$ cat src/rtl/dmem_seq_pkg.sv
// Shared definitions for the DMem address/control sequencer:
// default widths, command mode and select encodings, and the FSM state type.
package dmem_seq_pkg;

    localparam int ADDR_DMEM = 8;   // DMem address width; bank depth is 2**ADDR_DMEM
    localparam int LEN_WIDTH = 9;   // burst length width; holds a full-bank length
    localparam int LAT_WIDTH = 4;   // RDWR write-back delay width

    typedef enum logic [1:0] {
        MODE_WRITE = 2'b00,         // load the bank from the array
        MODE_READ  = 2'b01,         // drain the bank to the array
        MODE_RDWR  = 2'b10,         // read, then write back after the ring latency
        MODE_RSVD  = 2'b11          // reserved; behaves as an empty burst
    } mode_e;

    localparam logic [1:0] SEL_NONE = 2'b00;
    localparam logic [1:0] SEL_V    = 2'b10;
    localparam logic [1:0] SEL_H    = 2'b11;

    typedef enum logic [1:0] {
        ST_IDLE,
        ST_RUN,
        ST_DRAIN,
        ST_DONE
    } state_e;

    // Direction bit (0 vertical, 1 horizontal) to a RAM port select code.
    function automatic logic [1:0] sel_of(input logic dir);
        return dir ? SEL_H : SEL_V;
    endfunction

endpackage

$ cat src/rtl/dmem_seq_if.sv
// Burst command channel between the layer controller (master) and the
// DMem sequencer (slave): valid/ready handshake plus the command fields.
interface dmem_seq_if
    import dmem_seq_pkg::*;
#(
    parameter int AddrDMEM = ADDR_DMEM,
    parameter int LenWidth = LEN_WIDTH,
    parameter int LatWidth = LAT_WIDTH
) ();

    logic                cmd_valid;
    logic                cmd_ready;
    logic [1:0]          cmd_mode;
    logic                cmd_dir;
    logic [AddrDMEM-1:0] cmd_raddr;
    logic [AddrDMEM-1:0] cmd_waddr;
    logic [AddrDMEM-1:0] cmd_stride;
    logic [LenWidth-1:0] cmd_len;
    logic [LatWidth-1:0] cmd_lat;

    modport master (
        output cmd_valid, cmd_mode, cmd_dir, cmd_raddr, cmd_waddr,
               cmd_stride, cmd_len, cmd_lat,
        input  cmd_ready
    );

    modport slave (
        input  cmd_valid, cmd_mode, cmd_dir, cmd_raddr, cmd_waddr,
               cmd_stride, cmd_len, cmd_lat,
        output cmd_ready
    );

endinterface

$ cat src/rtl/dmem_seq_addr_gen.sv
// Base/stride address counter. Load captures base and stride, advance adds
// the stride (wrapping at the address width), hold freezes the count.
// The counter register is the address presented to the DMem port.
module dmem_addr_gen
    import dmem_seq_pkg::*;
#(
    parameter int AddrDMEM = ADDR_DMEM
) (
    input  logic                clk,
    input  logic                rst,
    input  logic                i_clr,
    input  logic                i_load,
    input  logic [AddrDMEM-1:0] i_base,
    input  logic [AddrDMEM-1:0] i_stride,
    input  logic                i_adv,
    input  logic                i_hold,
    output logic [AddrDMEM-1:0] o_addr
);

    logic [AddrDMEM-1:0] r_addr_q;
    logic [AddrDMEM-1:0] r_stride;

    // Address counter: clear, load, or step by the latched stride.
    always_ff @(posedge clk) begin
        if (rst || i_clr) begin
            r_addr_q <= '0;
            r_stride <= '0;
        end else if (i_load) begin
            r_addr_q <= i_base;
            r_stride <= i_stride;
        end else if (i_adv && !i_hold) begin
            // Same-width add: the carry out is dropped, giving modulo wrap.
            r_addr_q <= r_addr_q + r_stride;
        end
    end

    assign o_addr = r_addr_q;

endmodule

$ cat src/rtl/dmem_seq.sv
// DMem bank sequencer. Accepts one burst command at a time and streams
// read/write addresses, write enable and port selects for the whole burst.
// All DMem-side outputs are registered: each edge computes the beat that
// will be presented during the following cycle.
module dmem_seq
    import dmem_seq_pkg::*;
#(
    parameter int AddrDMEM = ADDR_DMEM,
    parameter int LenWidth = LEN_WIDTH,
    parameter int LatWidth = LAT_WIDTH
) (
    input  logic                clk,
    input  logic                rst,
    dmem_seq_if.slave           cmd,
    input  logic                stall,
    output logic [AddrDMEM-1:0] r_addr,
    output logic [AddrDMEM-1:0] w_addr,
    output logic                we_ram,
    output logic [1:0]          sel_ram_i,
    output logic [1:0]          sel_ram_o,
    output logic                busy,
    output logic                done
);

    // One history bit per possible delay value, so hist[lat] is always valid.
    localparam int HistW = 2**LatWidth;

    state_e              r_state;
    mode_e               r_mode;
    logic                r_dir;
    logic [LenWidth-1:0] r_len;
    logic [LatWidth-1:0] r_lat;
    logic [LenWidth-1:0] r_rd_cnt;   // read beats issued, including the current cycle
    logic [LenWidth-1:0] r_wr_cnt;   // write beats issued, including the current cycle
    logic [HistW-1:0]    r_rd_hist;  // bit j: a read beat was presented j active cycles ago
    logic                r_we;
    logic [1:0]          r_sel_i;
    logic [1:0]          r_sel_o;
    logic                r_busy;
    logic                r_done;

    logic                w_in_burst;
    logic                w_accept;
    logic                w_acc_empty;
    logic                w_acc_rd;
    logic                w_acc_wr;
    logic [1:0]          w_acc_src;
    logic                w_finished;
    logic                w_rd_next;
    logic                w_wr_next;
    logic [HistW-1:0]    w_hist_shift;
    logic                w_step;
    logic                w_end;
    logic                w_rd_adv;
    logic                w_wr_adv;
    logic [1:0]          w_src_sel;

    // Next-beat decisions shared by the FSM and the two address counters.
    always_comb begin
        // NOTE: every signal gets a default first so no path infers a latch.
        w_in_burst   = 1'b0;
        w_accept     = 1'b0;
        w_acc_empty  = 1'b0;
        w_acc_rd     = 1'b0;
        w_acc_wr     = 1'b0;
        w_acc_src    = SEL_NONE;
        w_finished   = 1'b0;
        w_rd_next    = 1'b0;
        w_wr_next    = 1'b0;
        w_hist_shift = '0;
        w_src_sel    = SEL_NONE;

        w_in_burst  = (r_state == ST_RUN) || (r_state == ST_DRAIN);
        w_accept    = (r_state == ST_IDLE) && cmd.cmd_valid;
        w_acc_empty = (cmd.cmd_len == '0) || (cmd.cmd_mode == MODE_RSVD);
        w_acc_rd    = (cmd.cmd_mode == MODE_READ) || (cmd.cmd_mode == MODE_RDWR);
        // With zero delay the first RDWR write shares the cycle of the first read.
        w_acc_wr    = (cmd.cmd_mode == MODE_WRITE) ||
                      ((cmd.cmd_mode == MODE_RDWR) && (cmd.cmd_lat == '0));
        w_acc_src   = (cmd.cmd_mode == MODE_RDWR) ? sel_of(~cmd.cmd_dir) : sel_of(cmd.cmd_dir);

        // The burst ends on its last write beat, or last read beat for READ.
        w_finished = (r_mode == MODE_READ) ? (r_rd_cnt == r_len) : (r_wr_cnt == r_len);
        w_rd_next  = ((r_mode == MODE_READ) || (r_mode == MODE_RDWR)) && (r_rd_cnt != r_len);

        // After shifting, bit 0 is the next cycle's read and bit lat is the read
        // issued lat active cycles before it, which is what RDWR writes back.
        w_hist_shift = {r_rd_hist[HistW-2:0], w_rd_next};
        case (r_mode)
            MODE_WRITE: w_wr_next = (r_wr_cnt != r_len);
            MODE_RDWR:  w_wr_next = w_hist_shift[r_lat];
            default:    w_wr_next = 1'b0;
        endcase

        w_src_sel = (r_mode == MODE_RDWR) ? sel_of(~r_dir) : sel_of(r_dir);
    end

    assign w_step   = w_in_burst && !stall && !w_finished;
    assign w_end    = w_in_burst && !stall && w_finished;
    // The first beat presents the loaded base, so only later beats advance.
    assign w_rd_adv = w_step && w_rd_next && (r_rd_cnt != '0);
    assign w_wr_adv = w_step && w_wr_next && (r_wr_cnt != '0);

    dmem_addr_gen #(.AddrDMEM(AddrDMEM)) u_rd_gen (
        .clk      (clk),
        .rst      (rst),
        .i_clr    (w_end),
        .i_load   (w_accept && !w_acc_empty),
        .i_base   (cmd.cmd_raddr),
        .i_stride (cmd.cmd_stride),
        .i_adv    (w_rd_adv),
        .i_hold   (stall),
        .o_addr   (r_addr)
    );

    dmem_addr_gen #(.AddrDMEM(AddrDMEM)) u_wr_gen (
        .clk      (clk),
        .rst      (rst),
        .i_clr    (w_end),
        .i_load   (w_accept && !w_acc_empty),
        .i_base   (cmd.cmd_waddr),
        .i_stride (cmd.cmd_stride),
        .i_adv    (w_wr_adv),
        .i_hold   (stall),
        .o_addr   (w_addr)
    );

    // Burst FSM with registered beat outputs.
    always_ff @(posedge clk) begin
        // NOTE: sequential state uses non-blocking assignments only, so every
        // register samples the pre-edge values regardless of statement order.
        if (rst) begin
            r_state   <= ST_IDLE;
            r_mode    <= MODE_WRITE;
            r_dir     <= 1'b0;
            r_len     <= '0;
            r_lat     <= '0;
            r_rd_cnt  <= '0;
            r_wr_cnt  <= '0;
            r_rd_hist <= '0;
            r_we      <= 1'b0;
            r_sel_i   <= SEL_NONE;
            r_sel_o   <= SEL_NONE;
            r_busy    <= 1'b0;
            r_done    <= 1'b0;
        end else begin
            case (r_state)
                ST_IDLE: begin
                    if (w_accept) begin
                        r_mode <= mode_e'(cmd.cmd_mode);
                        r_dir  <= cmd.cmd_dir;
                        r_len  <= cmd.cmd_len;
                        r_lat  <= cmd.cmd_lat;
                        if (w_acc_empty) begin
                            r_state <= ST_DONE;
                            r_done  <= 1'b1;
                        end else begin
                            r_state   <= ST_RUN;
                            r_busy    <= 1'b1;
                            r_rd_cnt  <= LenWidth'(w_acc_rd);
                            r_wr_cnt  <= LenWidth'(w_acc_wr);
                            r_rd_hist <= HistW'(w_acc_rd);
                            r_we      <= w_acc_wr;
                            r_sel_o   <= w_acc_rd ? sel_of(cmd.cmd_dir) : SEL_NONE;
                            r_sel_i   <= w_acc_wr ? w_acc_src : SEL_NONE;
                        end
                    end
                end
                ST_RUN, ST_DRAIN: begin
                    if (stall) begin
                        // Bubble: counters, pipe and read select hold; no write.
                        r_we <= 1'b0;
                    end else if (w_finished) begin
                        r_state <= ST_DONE;
                        r_busy  <= 1'b0;
                        r_done  <= 1'b1;
                        r_we    <= 1'b0;
                        r_sel_i <= SEL_NONE;
                        r_sel_o <= SEL_NONE;
                    end else begin
                        r_state   <= ((r_mode == MODE_RDWR) && !w_rd_next) ? ST_DRAIN : ST_RUN;
                        r_rd_cnt  <= r_rd_cnt + LenWidth'(w_rd_next);
                        r_wr_cnt  <= r_wr_cnt + LenWidth'(w_wr_next);
                        r_rd_hist <= w_hist_shift;
                        r_we      <= w_wr_next;
                        r_sel_o   <= w_rd_next ? sel_of(r_dir) : SEL_NONE;
                        r_sel_i   <= w_wr_next ? w_src_sel : SEL_NONE;
                    end
                end
                ST_DONE: begin
                    r_state <= ST_IDLE;
                    r_done  <= 1'b0;
                end
                default: begin
                    r_state <= ST_IDLE;
                end
            endcase
        end
    end

    assign cmd.cmd_ready = (r_state == ST_IDLE);
    assign we_ram        = r_we;
    assign sel_ram_i     = r_sel_i;
    assign sel_ram_o     = r_sel_o;
    assign busy          = r_busy;
    assign done          = r_done;

endmodule

$ cat src/flat_wrapper.sv
// flat-port wrapper written by rule: the top's interface ports become plain ports
module dmem_seq_flat import dmem_seq_pkg::*;
#(
    parameter int AddrDMEM = ADDR_DMEM,
    parameter int LenWidth = LEN_WIDTH,
    parameter int LatWidth = LAT_WIDTH
)
  (clk, rst, stall, r_addr, w_addr, we_ram, sel_ram_i, sel_ram_o, busy, done, cmd_cmd_valid, cmd_cmd_mode, cmd_cmd_dir, cmd_cmd_raddr, cmd_cmd_waddr, cmd_cmd_stride, cmd_cmd_len, cmd_cmd_lat, cmd_cmd_ready);
  dmem_seq_if #(.AddrDMEM(AddrDMEM), .LenWidth(LenWidth), .LatWidth(LatWidth)) cmd_i ();
  input  logic clk;
  input  logic rst;
  input  logic stall;
  output logic [AddrDMEM-1:0] r_addr;
  output logic [AddrDMEM-1:0] w_addr;
  output logic we_ram;
  output logic [1:0] sel_ram_i;
  output logic [1:0] sel_ram_o;
  output logic busy;
  output logic done;
  input wire logic [$bits(cmd_i.cmd_valid)-1:0] cmd_cmd_valid;
  input wire logic [$bits(cmd_i.cmd_mode)-1:0] cmd_cmd_mode;
  input wire logic [$bits(cmd_i.cmd_dir)-1:0] cmd_cmd_dir;
  input wire logic [$bits(cmd_i.cmd_raddr)-1:0] cmd_cmd_raddr;
  input wire logic [$bits(cmd_i.cmd_waddr)-1:0] cmd_cmd_waddr;
  input wire logic [$bits(cmd_i.cmd_stride)-1:0] cmd_cmd_stride;
  input wire logic [$bits(cmd_i.cmd_len)-1:0] cmd_cmd_len;
  input wire logic [$bits(cmd_i.cmd_lat)-1:0] cmd_cmd_lat;
  output wire logic [$bits(cmd_i.cmd_ready)-1:0] cmd_cmd_ready;
  assign cmd_i.cmd_valid = cmd_cmd_valid;
  assign cmd_i.cmd_mode = cmd_cmd_mode;
  assign cmd_i.cmd_dir = cmd_cmd_dir;
  assign cmd_i.cmd_raddr = cmd_cmd_raddr;
  assign cmd_i.cmd_waddr = cmd_cmd_waddr;
  assign cmd_i.cmd_stride = cmd_cmd_stride;
  assign cmd_i.cmd_len = cmd_cmd_len;
  assign cmd_i.cmd_lat = cmd_cmd_lat;
  assign cmd_cmd_ready = cmd_i.cmd_ready;
  dmem_seq #(.AddrDMEM(AddrDMEM), .LenWidth(LenWidth), .LatWidth(LatWidth)) u_core (.clk(clk), .rst(rst), .cmd(cmd_i), .stall(stall), .r_addr(r_addr), .w_addr(w_addr), .we_ram(we_ram), .sel_ram_i(sel_ram_i), .sel_ram_o(sel_ram_o), .busy(busy), .done(done));
endmodule
$ cat config.mk
export PLATFORM = sky130hd
export DESIGN_NAME = dmem_seq_flat
export DESIGN_NICKNAME = d
export VERILOG_FILES = /design/src/rtl/dmem_seq_pkg.sv /design/src/rtl/dmem_seq_if.sv /design/src/rtl/dmem_seq_addr_gen.sv /design/src/rtl/dmem_seq.sv /design/src/flat_wrapper.sv
export SDC_FILE = /design/constraint.sdc
export NUM_CORES = 1
export LEC_CHECK = 0
export ABC_AREA = 0
export CORE_ASPECT_RATIO = 1.5
export CORE_UTILIZATION = 59
export DETAILED_ROUTE_END_ITERATION = 8
export PLACE_DENSITY = 0.86
export SLEW_MARGIN = 20
export SYNTH_ARGS = -nofsm -noshare
export SYNTH_HDL_FRONTEND = slang
export SYNTH_SLANG_ARGS = --single-unit
$ cat constraint.sdc
create_clock -name clk -period 8.7 [get_ports clk]
set_clock_uncertainty 0.1 [all_clocks]
set_input_delay 2.61 -clock clk [delete_from_list [all_inputs] [get_ports clk]]
set_output_delay 2.61 -clock clk [all_outputs]
set_load 0.01 [all_outputs]
; ---- After elaboration in Yosys (flattened, before gate mapping)
; Index checks and enable logic that the tools add are counted.
[classes]
n_addsub = 4
n_lt_le_gt_ge = 1
eq_ne = 18
muxes = 64
reduce_logical = 42
[op_table]
columns = operator, count
row1 = 2-to-1 mux 9 bit, 8
row2 = 2-to-1 mux 15 bit, 4
row3 = 2-to-1 mux 2 bit, 19
row4 = one-hot mux 9 bit (2 select lines), 2
row5 = 2-to-1 mux 8 bit, 4
row6 = one-hot mux 15 bit (2 select lines), 1
row7 = adder 9 x 1 -> 9 bit, 2
row8 = == test 9 bit, 2
row9 = 2-to-1 mux 1 bit, 18
row10 = inequality test 9 bit, 2
row11 = nonzero test 9 bit, 2
row12 = adder 8 bit, 2
row13 = logical AND 1 bit, 14
row14 = == test 2 bit (second input constant), 5
row15 = AND reduction 5 bit, 2
row16 = zero test 9 bit, 1
row17 = one-hot mux 2 bit (2 select lines), 2
row18 = AND reduction 4 bit, 2
row19 = == test 2 x 1 -> 1 bit (second input constant), 3
row20 = zero test 2 bit, 3
row21 = logical OR 1 bit, 6
row22 = inequality test 2 x 1 -> 1 bit (second input constant), 3
row23 = inequality test 2 bit (second input constant), 3
row24 = one-hot mux 1 bit (2 select lines), 3
row25 = other kinds (10), 16
[word_totals]
ff_bits = 82
inputBits = 44

; ---- Depth between registers and ports, before layout
; Gate-level depths: netlist (run 1).
[depth]
ltp_word = 11
depth_mapped = 11
mapped_depth_nobuf = 11

; ---- Modules after synthesis
; Synthesis (run 1) repeated with hierarchy kept, for this count alone.
[unflattened]
hier_cells = 574
hier_area_um2 = 4967.3
[by_module_without_submodules]
columns = module, instances, cells_each, area_per_inst_um2
row1 = dmem_seq, 1, 352, 3042.9
row2 = dmem_addr_gen, 2, 111, 962.2

; ---- Worst setup path after synthesis (run 1)
; OpenSTA, ideal clock, no wires.
[synth_path]
path_kind = input port to flip-flop
from = in cmd_cmd_len[6]
to = reg u_core.r_rd_hist[14]
setup_ps = 128
arrival_ps = 4360
t_required_ps = 8472
path_slack_ps = 4112
path_stages = 9
n_path_buf = 2
cell_sequence = or4_1 o311a_1 a21oi_2 a21oi_1 and3_1 buf_2 buf_6 a22oi_1 nor2_1
[synth_via]
elab_chain_cells = 4
[synth_rtl]
columns = item, line
row1 = from (decl), flat_wrapper.sv:26  ; input wire logic [$bits(cmd_i.cmd_len)-1:0] cmd_cmd_len;
row2 = zero test 9 bit, dmem_seq.sv:75  ; w_acc_empty = (cmd.cmd_len == '0) || (cmd.cmd_mode == MODE_RSVD);
row3 = logical OR 1 bit, dmem_seq.sv:75
row4 = inequality test 2 bit (no source line), --
row5 = AND reduction 5 bit (no source line), --
row6 = to (signal assigned), dmem_seq.sv:162  ; r_rd_hist <= HistW'(w_acc_rd);
row7 = to (signal assigned), dmem_seq.sv:184  ; r_rd_hist <= w_hist_shift;
row8 = to (decl), dmem_seq.sv:35  ; logic [HistW-1:0] r_rd_hist;
; No other way between the ends.
; A chain may end at the register's enable or synchronous reset.

; ---- Worst setup path in the final report (run 1)
[layout_path]
from = in cmd_cmd_mode[1]
to = reg u_core.r_rd_cnt[0]
[layout_via]
elab_chain_cells = 5
word_cells_on_any_way = 10
[layout_rtl]
columns = item, line
row1 = from (decl), flat_wrapper.sv:21  ; input wire logic [$bits(cmd_i.cmd_mode)-1:0] cmd_cmd_mode;
row2 = == test 2 x 1 -> 1 bit / == test 2 bit (equally long branches), dmem_seq.sv:76  ; w_acc_rd = (cmd.cmd_mode == MODE_READ) || (cmd.cmd_mode == MODE_RDWR);
row3 = logical OR 1 bit, dmem_seq.sv:76
row4 = 2-to-1 mux 9 bit, dmem_seq.sv:154  ; if (w_acc_empty) begin
row5 = 2-to-1 mux 9 bit, dmem_seq.sv:149  ; if (w_accept) begin
row6 = one-hot mux 9 bit (2 select lines), dmem_seq.sv:147  ; case (r_state)
row7 = to (signal assigned), dmem_seq.sv:160  ; r_rd_cnt <= LenWidth'(w_acc_rd);
row8 = to (signal assigned), dmem_seq.sv:182  ; r_rd_cnt <= r_rd_cnt + LenWidth'(w_rd_next);
row9 = to (decl), dmem_seq.sv:33  ; logic [LenWidth-1:0] r_rd_cnt;
; Several ways; a longest one is shown, not always the timed one. The select of a mux whose other input is x is not followed.

==> metrics.txt, run 1 <==
# Max-Cap Violations 0; first-pass GRT wire length 19.98 mm; CTS H-tree depth 3; worst min path class flop to flop; layout cell share with drive strength beyond 1 6.050%; Global Route Usage Sum 32.63%; top cells by area, synth dfxtp_1 (36%), xor2_1 (7.2%), ha_1 (7.1%); vias in the first global route 4394; DR iter-0 viols 360; Cell variety after synth 58; unrepaired setup endpoints after global routing no; final setup vio count 0; DP Wirelength 8.633 mm; setup TNS 0 ns; Die W 74.04 um; Routed Antenna Nets 0; Worst-Skew Late Latency 0.35 ns; Worst R2R Setup Slack 5.48 ns; Area Growth Syn to Fin 21.90%; # placed instances 681; synthesized area per cell 8.569 um2; Gate Count Post-Synth 536; first drt pass iteration count 5; Initial Util 60.73%; IO Pins 68; Worst EP arrival 5.52 ns; Final Power 1.508 mW; Post-synth ARST share 0%; Worst R2R Start u_core.r_state[1]; CTS Buf Count 9; Worst Setup Start Kind input port; Post-CTS Setup Inserts 0; Leak Pwr 2.293 nW; CTS Buffer Depth 2; Synth Net Count 608; Synth area leader dfxtp_1; initial antenna violation count 0; hold path startpoint u_core.r_state[0]; Hold Path End u_core.r_state[0]; Core Rows 39; Worst R2R End u_core.r_rd_cnt[0]; routed via count 4250; utilization after layout 74.03%; die area 0.008149 mm2; Achievable Freq 184.8 MHz; TritonCTS Sinks 82; Final Max Slew Viols 0; WP data required 8.81 ns; post-DR vias/cell 6.098; Post-synth EDFFs 0; drc violations 0; Peak VDD IR 0.1719 mV; clk slew on worst S/H paths 0.07 ns; critical path type input port to flop; share of the synthesized area in the top cell type 35.74%; Crit. End Element flop; # hold bufs at CTS 0; total wire length 12.31 mm; WL/cell 17.66 um; Die Height 110.1 um; Rel. slew slack 34.49%; status completed; root buffer cell clkbuf_16; cts repair resizes 0; Tcrit/Tclk final 62.20%; PortBufs 67; Final #Nets 662; register area share after synthesis 35.74%; # diodes 0; Slew @ Worst Pin 0.9799 ns; Final Instance Count excl. Fillers 697; pin count of the biggest net entering global routing 47; Primary FF master, synth dfxtp_1; Mapped Area 0.004593 mm2; Ys Warns 0; pwr dens 269.3 mW/mm2; core footprint 0.007564 mm2; hold depth 2; Fin. Hold Viols 0; Yosys reg bits 82; GRT overflow 0; gpl congestion 0.8942; CTS tree done; minimum clock period 5.411 ns; critical path fanouts, max 20; R2R cell count 9
[worst max path at each step]
stage | from | to | slack, ns | depth (start not counted)
4_1_cts | cmd_cmd_mode[1] | u_core.r_rd_cnt[0] | 3.06 | 9
3_5_place_dp | cmd_cmd_mode[1] | u_core.r_wr_cnt[0] | 2.75 | 9
2_1_floorplan | cmd_cmd_len[6] | u_core.r_rd_hist[14] | 4.11 | 9
3_3_place_gp | cmd_cmd_len[6] | u_core.u_rd_gen.o_addr[0] | 2.83 | 6
6_report | cmd_cmd_mode[1] | u_core.r_rd_cnt[0] | 3.29 | 9
5_1_grt | cmd_cmd_mode[1] | u_core.r_rd_cnt[0] | 3.16 | 9
[layout by cell type (no fill, tap or decap), types with 5 or more instances in the layout]
| cell | instances |
|---|---|
| dfxtp_1 | 82 |
| nor2_1 | 70 |
| clkdlybuf4s50_1 | 67 |
| nand2_1 | 53 |
| a21oi_1 | 44 |
| xor2_1 | 38 |
| ha_1 | 26 |
| inv_1 | 21 |
| mux2i_1 | 19 |
| a22oi_1 | 16 |
| nand4_1 | 13 |
| and3_1 | 11 |
| nor3_1 | 10 |
| xnor2_1 | 9 |
| o21ai_0 | 9 |
| clkbuf_16 | 9 |
| and2_1 | 8 |
| nor4_1 | 6 |
| nor2b_1 | 6 |
| nand3_1 | 6 |
| a211oi_1 | 5 |
[area by class of cell]
type                    count  area (um2)
multi-input cells         407        2763
fillers                   539        1964
flip-flops and latches     82        1642
repair buffers             69       685.7
clock buffers               9       225.2
well taps                 102       127.6
inverters                  21       78.83
clock inverters             7       77.57
[cell usage after synthesis, types with 3 or more instances]
| cell type | n |
|---|---|
| nor3_1 | 10 |
| nand4_1 | 13 |
| ha_1 | 26 |
| nor2_2 | 4 |
| clkbuf_1 | 11 |
| or3_1 | 4 |
| xor2_1 | 38 |
| mux2i_1 | 19 |
| nand3_1 | 6 |
| dfxtp_1 | 82 |
| xnor2_1 | 9 |
| nand2_1 | 53 |
| a22oi_1 | 16 |
| a31oi_1 | 4 |
| a211oi_1 | 5 |
| a311oi_1 | 3 |
| nor2b_1 | 6 |
| buf_2 | 11 |
| o21ai_0 | 9 |
| nor4_1 | 6 |
| o21bai_1 | 3 |
| nor2_1 | 70 |
| and3_1 | 11 |
| a21oi_1 | 44 |
| and2_1 | 8 |
| inv_1 | 21 |
[worst max-delay path: stages]
cell and delay (ns):
clkdlybuf4s50_1 0.49, ha_1 0.22, nor2b_1 0.21, o311a_2 0.63, a21oi_2 0.08, a21oi_1 0.28
nand2_1 0.46, a211oi_1 0.44, nor3_1 0.10
[layer usage]
metal / share of wire [%] / GRT usage [%] / up-vias
li1: - / - / 1990
met1: 36 / 33.43 / 2042
met2: 54 / 57.60 / 168
met3: 5.9 / 7.545 / 50
met4: 4.7 / 22.25 / 0
met5: 0 / 0 / -
[power by group]
part           internal (mW)  switching [mW]
Combinational          0.249           0.377
Sequential             0.433          0.0577
Clock                  0.225           0.166
[through the flow]
stage	cell area [um2]	hold slack [ns]	setup WS, ns
after floorplan	4593	0.3465	4.112
after global placement	5280	0.3453	2.833
after detailed placement	5280	0.3674	2.754
after CTS	5583	0.3829	3.059
after global routing	5599	0.4019	3.156
final	5599	0.3854	3.289
[state kept, by name, indices dropped and copies added, names as in the netlist]
| register | flops |
|---|---|
| u_core.busy | 1 |
| u_core.r_dir | 1 |
| u_core.u_wr_gen.o_addr | 8 |
| u_core.done | 1 |
| u_core.we_ram | 1 |
| u_core.r_wr_cnt | 9 |
| u_core.u_rd_gen.o_addr | 8 |
| u_core.r_mode | 2 |
| u_core.sel_ram_o | 2 |
| u_core.u_rd_gen.r_stride | 8 |
| u_core.r_len | 9 |
| u_core.r_rd_cnt | 9 |
| u_core.r_state | 2 |
| u_core.r_lat | 4 |
| u_core.r_rd_hist | 15 |
| u_core.sel_ram_i | 2 |
[kinds of logic (layout without fill, tap and decap cells)]
family,Yosys count,after routing,synth area share (%)
fa+ha+maj,28,28,7.954
simple gates,200,200,20.32
mux,25,25,6.755
flops,82,82,35.74
compound gates,107,107,15.72
buf+inv,47,106,4.549
xor+xnor,47,47,8.962
Note: power is estimated with default switching activity, not from simulation.
==> inputs of run 2 (changes only) <==
--- a/config.mk
+++ b/config.mk
@@ -7,9 +7,9 @@
 export LEC_CHECK = 0
 export ABC_AREA = 0
 export CORE_ASPECT_RATIO = 1.5
-export CORE_UTILIZATION = 59
+export CORE_UTILIZATION = 49
 export DETAILED_ROUTE_END_ITERATION = 8
-export PLACE_DENSITY = 0.86
+export PLACE_DENSITY = 0.76
 export SLEW_MARGIN = 20
 export SYNTH_ARGS = -nofsm -noshare
 export SYNTH_HDL_FRONTEND = slang
==> constraint.sdc (replaced) <==
create_clock -name clk -period 4.78 [get_ports clk]
set_clock_uncertainty 0.1 [all_clocks]
set_input_delay 1.434 -clock clk [delete_from_list [all_inputs] [get_ports clk]]
set_output_delay 1.434 -clock clk [all_outputs]
set_load 0.01 [all_outputs]
==> run 2 against run 1 <==
Effect of this change:
- first-iteration DRC count fell by 51%
- sequential power grew 82%
- hold slack lost 0.0054 ns
- utilization fell by 12 points
- sequential cell count is the same
- global-route usage shrank 6.8 points
- worst setup slack got worse by 2.6 ns
- critical path type unchanged
- critical endpoint is now u_core.r_wr_cnt[0]
- largest power group unchanged
==> metrics.txt, run 2 (synthesis results as in run 1) <==
IO Pins 68; cts repair resizes 0; routed via count 4139; first drt pass iteration count 6; # hold bufs at CTS 0; Initial Util 51.11%; WL/cell 16.72 um; Core Rows 42; Worst R2R Start u_core.r_state[1]; # Max-Cap Violations 0; first-pass GRT wire length 19.04 mm; Die W 81.05 um; total wire length 11.85 mm; Final Power 2.679 mW; Rel. slew slack 41.00%; Peak VDD IR 0.3144 mV; critical path fanouts, max 20; Final Max Slew Viols 0; Final #Nets 666; most frequent cells in the layout dfxtp_1 (82), nor2_1 (70), clkdlybuf4s50_1 (67), nand2_1 (53), a21oi_1 (44); Crit. End Element flop; Worst setup startpoint cmd_cmd_mode[1]; Leak Pwr 2.305 nW; initial antenna violation count 0; post-DR vias/cell 5.838; unrepaired setup endpoints after global routing no; CP max-delay cell nand2_1; cell count along the critical path 9; crit path to u_core.r_wr_cnt[0]; Fin. Hold Viols 0; Worst EP arrival 4.23 ns; die area 0.009773 mm2; PortBufs 67; root buffer cell clkbuf_16; critical-path cell list clkdlybuf4s50_1, ha_1, nor2b_1, o311a_1, a21oi_2, a21oi_1, nand2_1, or2_1, a21oi_1; minimum clock period 4.059 ns; Worst Setup Start Kind input port; Global Route Usage Sum 25.78%; Achievable Freq 246.3 MHz; WP data required 4.95 ns; pwr dens 477.5 mW/mm2; DR iter-0 viols 176; Worst-Skew Late Latency 0.34 ns; critical path type input port to flop; area of the multi-input gates 0.002746 mm2; Routed Antenna Nets 0; status completed; Worst R2R Setup Slack 1.68 ns; CTS Buf Count 9; CTS tree done; DP Wirelength 8.597 mm; setup TNS 0 ns; vias in the first global route 4108; CTS Buffer Depth 2; max FFs per register 15; CP top delay family simple AND/OR/NAND/NOR gates; drc violations 0; Area Growth Syn to Fin 22.17%; Register Area 0.001642 mm2; Die Height 120.6 um; leading cell type in the layout, fill and taps excluded dfxtp_1; Post-CTS Setup Inserts 0; fillers 752; # diodes 0; final setup vio count 0; pin count of the biggest net entering global routing 47; Tcrit/Tclk final 84.92%; clk slew on worst S/H paths 0.06 ns; Top reg by flops u_core.r_rd_hist; layout cell share with drive strength beyond 1 6.344%; Bufs and invs on worst path 1; Worst path max stage delay 0.52 ns; most numerous cell on the critical path a21oi_1; Worst R2R End u_core.r_wr_cnt[0]; core footprint 0.008986 mm2; Slew @ Worst Pin 0.8824 ns; gpl congestion 0.8950; GRT overflow 0; TritonCTS Sinks 82; CTS H-tree depth 3; R2R cell count 9; worst min path class flop to flop
run 2: area by class of cell:
cell class	instances	share of cell area, %
clock inverter	5	0.6912
sequential	82	29.25
inverter	21	1.405
tap	110	2.453
clock buffer	11	4.504
timing repair buffer	73	12.75
multi-input combinational	407	48.94
run 2: tightest hold or removal path, stage by stage, from the launching register on:
cell,delay (ns)
dfxtp_1,0.32
nand2_1,0.06
a21oi_1,0.05
run 2: metal layers:
layer  wire length (um)  vias up  global-route usage (%)
li1                   -     2007                       -
met1               4719     1975                   28.85
met2               6125      120                   44.28
met3                487       37                   4.000
met4                518        0                   16.41
met5                  0        -                       0
run 2: worst min path at each step:
stage	start	end	slack, ns	cells past startpoint
4_1_cts	u_core.r_mode[1]	u_core.r_mode[1]	0.38	2
2_1_floorplan	u_core.r_rd_hist[0]	u_core.r_rd_hist[0]	0.35	2
3_3_place_gp	u_core.r_state[0]	u_core.r_state[0]	0.36	2
3_5_place_dp	u_core.sel_ram_o[1]	u_core.sel_ram_o[1]	0.37	2
6_report	u_core.r_mode[1]	u_core.r_mode[1]	0.38	2
5_1_grt	u_core.we_ram	u_core.we_ram	0.41	2
run 2: report_power, final:
group          leakage [nW]  internal [mW]  switching, mW
combinational          1.50          0.459          0.657
sequential            0.667          0.788          0.108
clock                 0.142          0.382          0.286
total                  2.31           1.63           1.05
run 2: metrics by stage:
step | hold WS (ns) | area [um2] | std cells | setup WS, ns | utilization, %
floorplan | 0.3465 | 4593 | 536 | 1.368 | -
global placement | 0.3596 | 5320 | 693 | 0.6260 | 59.20
detailed placement | 0.3720 | 5320 | 693 | 0.4811 | 59.20
CTS | 0.3789 | 5612 | 709 | 0.7874 | 62.45
global route | 0.4102 | 5612 | 709 | 0.4897 | 62.45
finish | 0.3800 | 5612 | 709 | 0.7206 | 62.45
==> inputs of run 3 (changes only) <==
==> constraint.sdc (replaced) <==
create_clock -name clk -period 3.6 [get_ports clk]
set_clock_uncertainty 0.1 [all_clocks]
set_input_delay 1.08 -clock clk [delete_from_list [all_inputs] [get_ports clk]]
set_output_delay 1.08 -clock clk [all_outputs]
set_load 0.01 [all_outputs]
==> run 3 against run 2 <==
Effect of this change:
- power grew 41%
- register-to-register slack worse by 0.86 ns
- non-clock buffer count grew 6
- global-route usage grew 0.065 points
- first-iteration DRC count is 11% higher
- combinational power up 41%
- critical endpoint is now u_core.r_rd_hist[7]
==> metrics.txt, run 3 (synthesis results as in run 1) <==
first-pass GRT wire length 19.29 mm; Initial Util 51.11%; Core Rows 42; die area 0.009773 mm2; drc violations 0; Worst Setup Start Kind input port; WP data required 3.72 ns; GRT met1 Usage 28.04%; # Max-Cap Violations 0; met2 GRT Util 45.22%; Die Height 120.6 um; worst hold margin 0.3582 ns; Die W 81.05 um; initial antenna violation count 0; Final Power 3.766 mW; status completed; CTS tree done; Final #Nets 672; most frequent cells in the layout dfxtp_1 (82), nor2_1 (70), clkdlybuf4s50_1 (67), nand2_1 (53), a21oi_1 (44); pin count of the biggest net entering global routing 46; total wire length 11.80 mm; fillers 735; IO Pins 68; Fin. Hold Viols 0; first drt pass iteration count 5; pwr dens 654.8 mW/mm2; Peak VDD IR 0.4193 mV; gr busiest metal met2; Top reg by flops u_core.r_rd_hist; Crit. End Element flop; GR Layer Usage met3 6.868%; # placed instances 699; routed via count 4100; final setup vio count 0; clk slew on worst S/H paths 0.06 ns; max FFs per register 15; DP Wirelength 8.465 mm; # diodes 0; CTS Buffer Depth 2; TritonCTS Sinks 82; GRT overflow 0; root buffer cell clkbuf_16; unrepaired setup endpoints after global routing no; post-DR vias/cell 5.734; Post-CTS Setup Inserts 0; Area Growth Syn to Fin 25.22%; # hold bufs at CTS 0; Slew @ Worst Pin 0.8585 ns; minimum clock period 3.398 ns; critical path type input port to flop; CTS Buf Count 9; worst min path class flop to flop; PortBufs 67; Final Max Slew Viols 0; DR iter-0 viols 195; leading cell type in the layout, fill and taps excluded dfxtp_1; critical path fanouts, max 16; core footprint 0.008986 mm2; Routed Antenna Nets 0; Achievable Freq 294.3 MHz; Leak Pwr 2.374 nW; Final Instance Count excl. Fillers 715; Worst EP arrival 3.51 ns; Worst-Skew Late Latency 0.35 ns; layout cell share with drive strength beyond 1 7.273%; utilization after layout 64.01%; cts repair resizes 0; WL/cell 16.50 um; Rel. slew slack 42.60%; Global Route Usage Sum 25.85%; vias in the first global route 4187; CTS H-tree depth 3; Tcrit/Tclk final 94.39%; gpl congestion 0.9429
[run 3: cell types whose count changed in the layout (fill, tap and decap cells not counted), sizes merged]
| cell | delta |
|---|---|
| buf | +6 |
| inv | +3 |
| bufinv | +2 |
| clkbuf | -2 |
| clkinv | -3 |
[run 3: metal layers]
layer,vias to the layer above,wire length (um),share of wire (%)
li1,2012,-,-
met1,1946,4660,40
met2,111,6074,51
met3,31,637,5.4
met4,0,423,3.6
met5,-,0,0
[run 3: final cells by class]
type                       instances  area (um2)  area share, %
inverter                          21       78.83          1.370
multi-input combinational        407        2746          47.75
tap                              110       137.6          2.393
clock inverter                     7       98.84          1.719
timing repair buffer              79       823.3          14.31
clock buffer                       9       225.2          3.916
sequential                        82        1642          28.54
[run 3: final timing paths]
kind	start	to	slack, ns	cells after the start
max reg2reg	u_core.r_mode[0]	u_core.r_wr_cnt[4]	0.82	11
min reg2reg	u_core.sel_ram_o[1]	u_core.sel_ram_o[1]	0.36	2
min	u_core.sel_ram_o[1]	u_core.sel_ram_o[1]	0.36	2
max	cmd_cmd_len[6]	u_core.r_rd_hist[7]	0.20	8
[run 3: worst max-delay path: stages]
cell             delay [ns]
clkdlybuf4s50_1        0.42
or4_1                  0.61
o311a_1                0.39
a21oi_2                0.16
a21oi_1                0.10
and3_1                 0.42
a22oi_1                0.28
nor2_1                 0.06
[run 3: power breakdown]
group,total (mW),switching (mW),internal (mW)
sequential,1.18,0.133,1.05
clock,1.01,0.394,0.613
combinational,1.58,0.890,0.689
total,3.77,1.42,2.35
[run 3: per-stage QoR]
stage | setup WS, ns | setup TNS, ns | cell area [um2]
after global placement | 0.01034 | 0 | 5428
after floorplan | 0.5425 | 0 | 4593
after CTS | 0.2545 | 0 | 5752
after global routing | 0.09427 | 0 | 5752
after detailed placement | -0.09019 | -1.063 | 5428
final | 0.2018 | 0 | 5752
==> patch, RTL diff (flow settings as in run 2) <==
`LEN_WIDTH`: 9 -> 13.
--- a/src/rtl/dmem_seq_pkg.sv
+++ b/src/rtl/dmem_seq_pkg.sv
@@ -3,7 +3,7 @@
 package dmem_seq_pkg;
 
     localparam int ADDR_DMEM = 8;   // DMem address width; bank depth is 2**ADDR_DMEM
-    localparam int LEN_WIDTH = 9;   // burst length width; holds a full-bank length
+    localparam int LEN_WIDTH = 13;   // burst length width; holds a full-bank length
     localparam int LAT_WIDTH = 4;   // RDWR write-back delay width
 
     typedef enum logic [1:0] {
Interface: changed (resized cmd_cmd_len); port bits go from 68 to 72. The function was not compared with the original's and may differ.
==> patch against run 2 <==
Sequential cell count is 12 higher. Largest power group unchanged. Area after synthesis up 19%. Setup slack better by 0.38 ns. Combinational power grew 13%. Final area up 15%. Critical endpoint is now u_core.r_rd_cnt[8]. Register-to-register slack got worse by 0.13 ns. Power up 11%. Critical path depth decreased by 1. Largest cell class unchanged. Routed wire length up 20%.
==> patch: results (changes against run 2) <==
[critical_path]
r2r_slack_ns=1.55  ; was 1.68 ns
cpMaxStageDelayCell=or4_1  ; was nand2_1
cp_max_fo=21  ; was 20
worst_path_largest_cell_delay_ns=0.54  ; was 0.52 ns
cp.arrival_ns=3.85  ; was 4.23 ns

[global_route]
grt_pass1_wl_um=23300  ; was 19,000 um
grt_max_degree=55  ; was 47

[power_and_ir_drop]
ir_drop_mv=0.274  ; was 0.314 mV
p_sw_mw=1.20  ; was 1.05 mW
p_leak_nw=2.44  ; was 2.31 nW

[outcome]
status=finished clean  ; unchanged

[synth]
ys_top_cells_by_area=dfxtp_1, ha_1, nand2_1, a21oi_1, xor2_1  ; was dfxtp_1, xor2_1, ha_1, nor2_1, a21oi_1
yosysUniqueCellTypes=66  ; was 58
postSynthAreaPerCell_um2=8.43  ; was 8.57 um^2
syn-num-nets=723  ; was 608
seq_area_frac_synth_pct=34.5  ; was 35.7%
netlist_top_cells_count=dfxtp_1, nand2_1, nor2_1  ; was dfxtp_1, nor2_1, nand2_1

[route]
drt_iter0_markers=202  ; was 176
routed_wl_um=14200  ; was 11,900 um
drt_pass1_iterations=5  ; was 6
num_vias=5020  ; was 4,139

[final_layout]
drive_gt1_share_pct=6.55  ; was 6.34%
fin_nets=774  ; was 666

[placement]
place_congestion=0.890  ; was 0.895
post-place-ws_ns=0.771  ; was 0.481 ns
hpwlAfterDp_um=10700  ; was 8600 um
dp_cells=831  ; was 693
io_buffers=71  ; was 67

[timing]
fin_crit_ns=3.68  ; was 4.06 ns
timing.hold.ws_ns=0.395  ; was 0.380 ns
relSlewSlack_pct=38.6  ; was 41.0%

[patch: critical path: cells and delay by family]
family	cells	cell delay, ns
buf+inv	1	0.42
simple gates	6	1.91
compound gates	1	0.08
[patch: cell families after synthesis]
kind of cell,synth area share (%)
simple gates,21.0
compound gates,20.9
flops,34.5
buf+inv,5.05
xor+xnor,6.58
fa+ha+maj,6.70
mux,5.32
[patch: path summary, 6_finish.rpt]
path / to / depth (start not counted) / start
min: u_core.r_state[0] / 2 / u_core.r_state[0]
max: u_core.r_rd_cnt[8] / 8 / cmd_cmd_len[12]
min reg2reg: u_core.r_state[0] / 2 / u_core.r_state[0]
max reg2reg: u_core.u_rd_gen.o_addr[2] / 8 / u_core.r_state[1]
[patch: power by group through the flow]
stage	Sequential (mW)	Clock [mW]	Combinational, mW
final	1.04	0.675	1.26
after global routing	1.05	0.724	1.39
after CTS	1.04	0.689	1.26
after detailed placement	1.05	0	1.24
after global placement	1.05	0	1.21
after floorplan	1.04	0	0.892
[patch: layout make-up]
cell class,instances,area (um^2)
Clock inverter,4,31.3
Sequential cell,94,1880
Tap cell,144,180
Inverter,31,116
Clock buffer,11,243
Multi-Input combinational cell,489,3300
Timing Repair Buffer,73,721
Fill cell,929,4230
[patch: metal layers]
layer	track usage [%]	wire length [um]	vias to the layer above
met2	45.5	7380	173
met1	26.5	5200	2350
met3	5.72	681	65
met4	17.2	926	0
li1	-	-	2432
met5	0	0	-
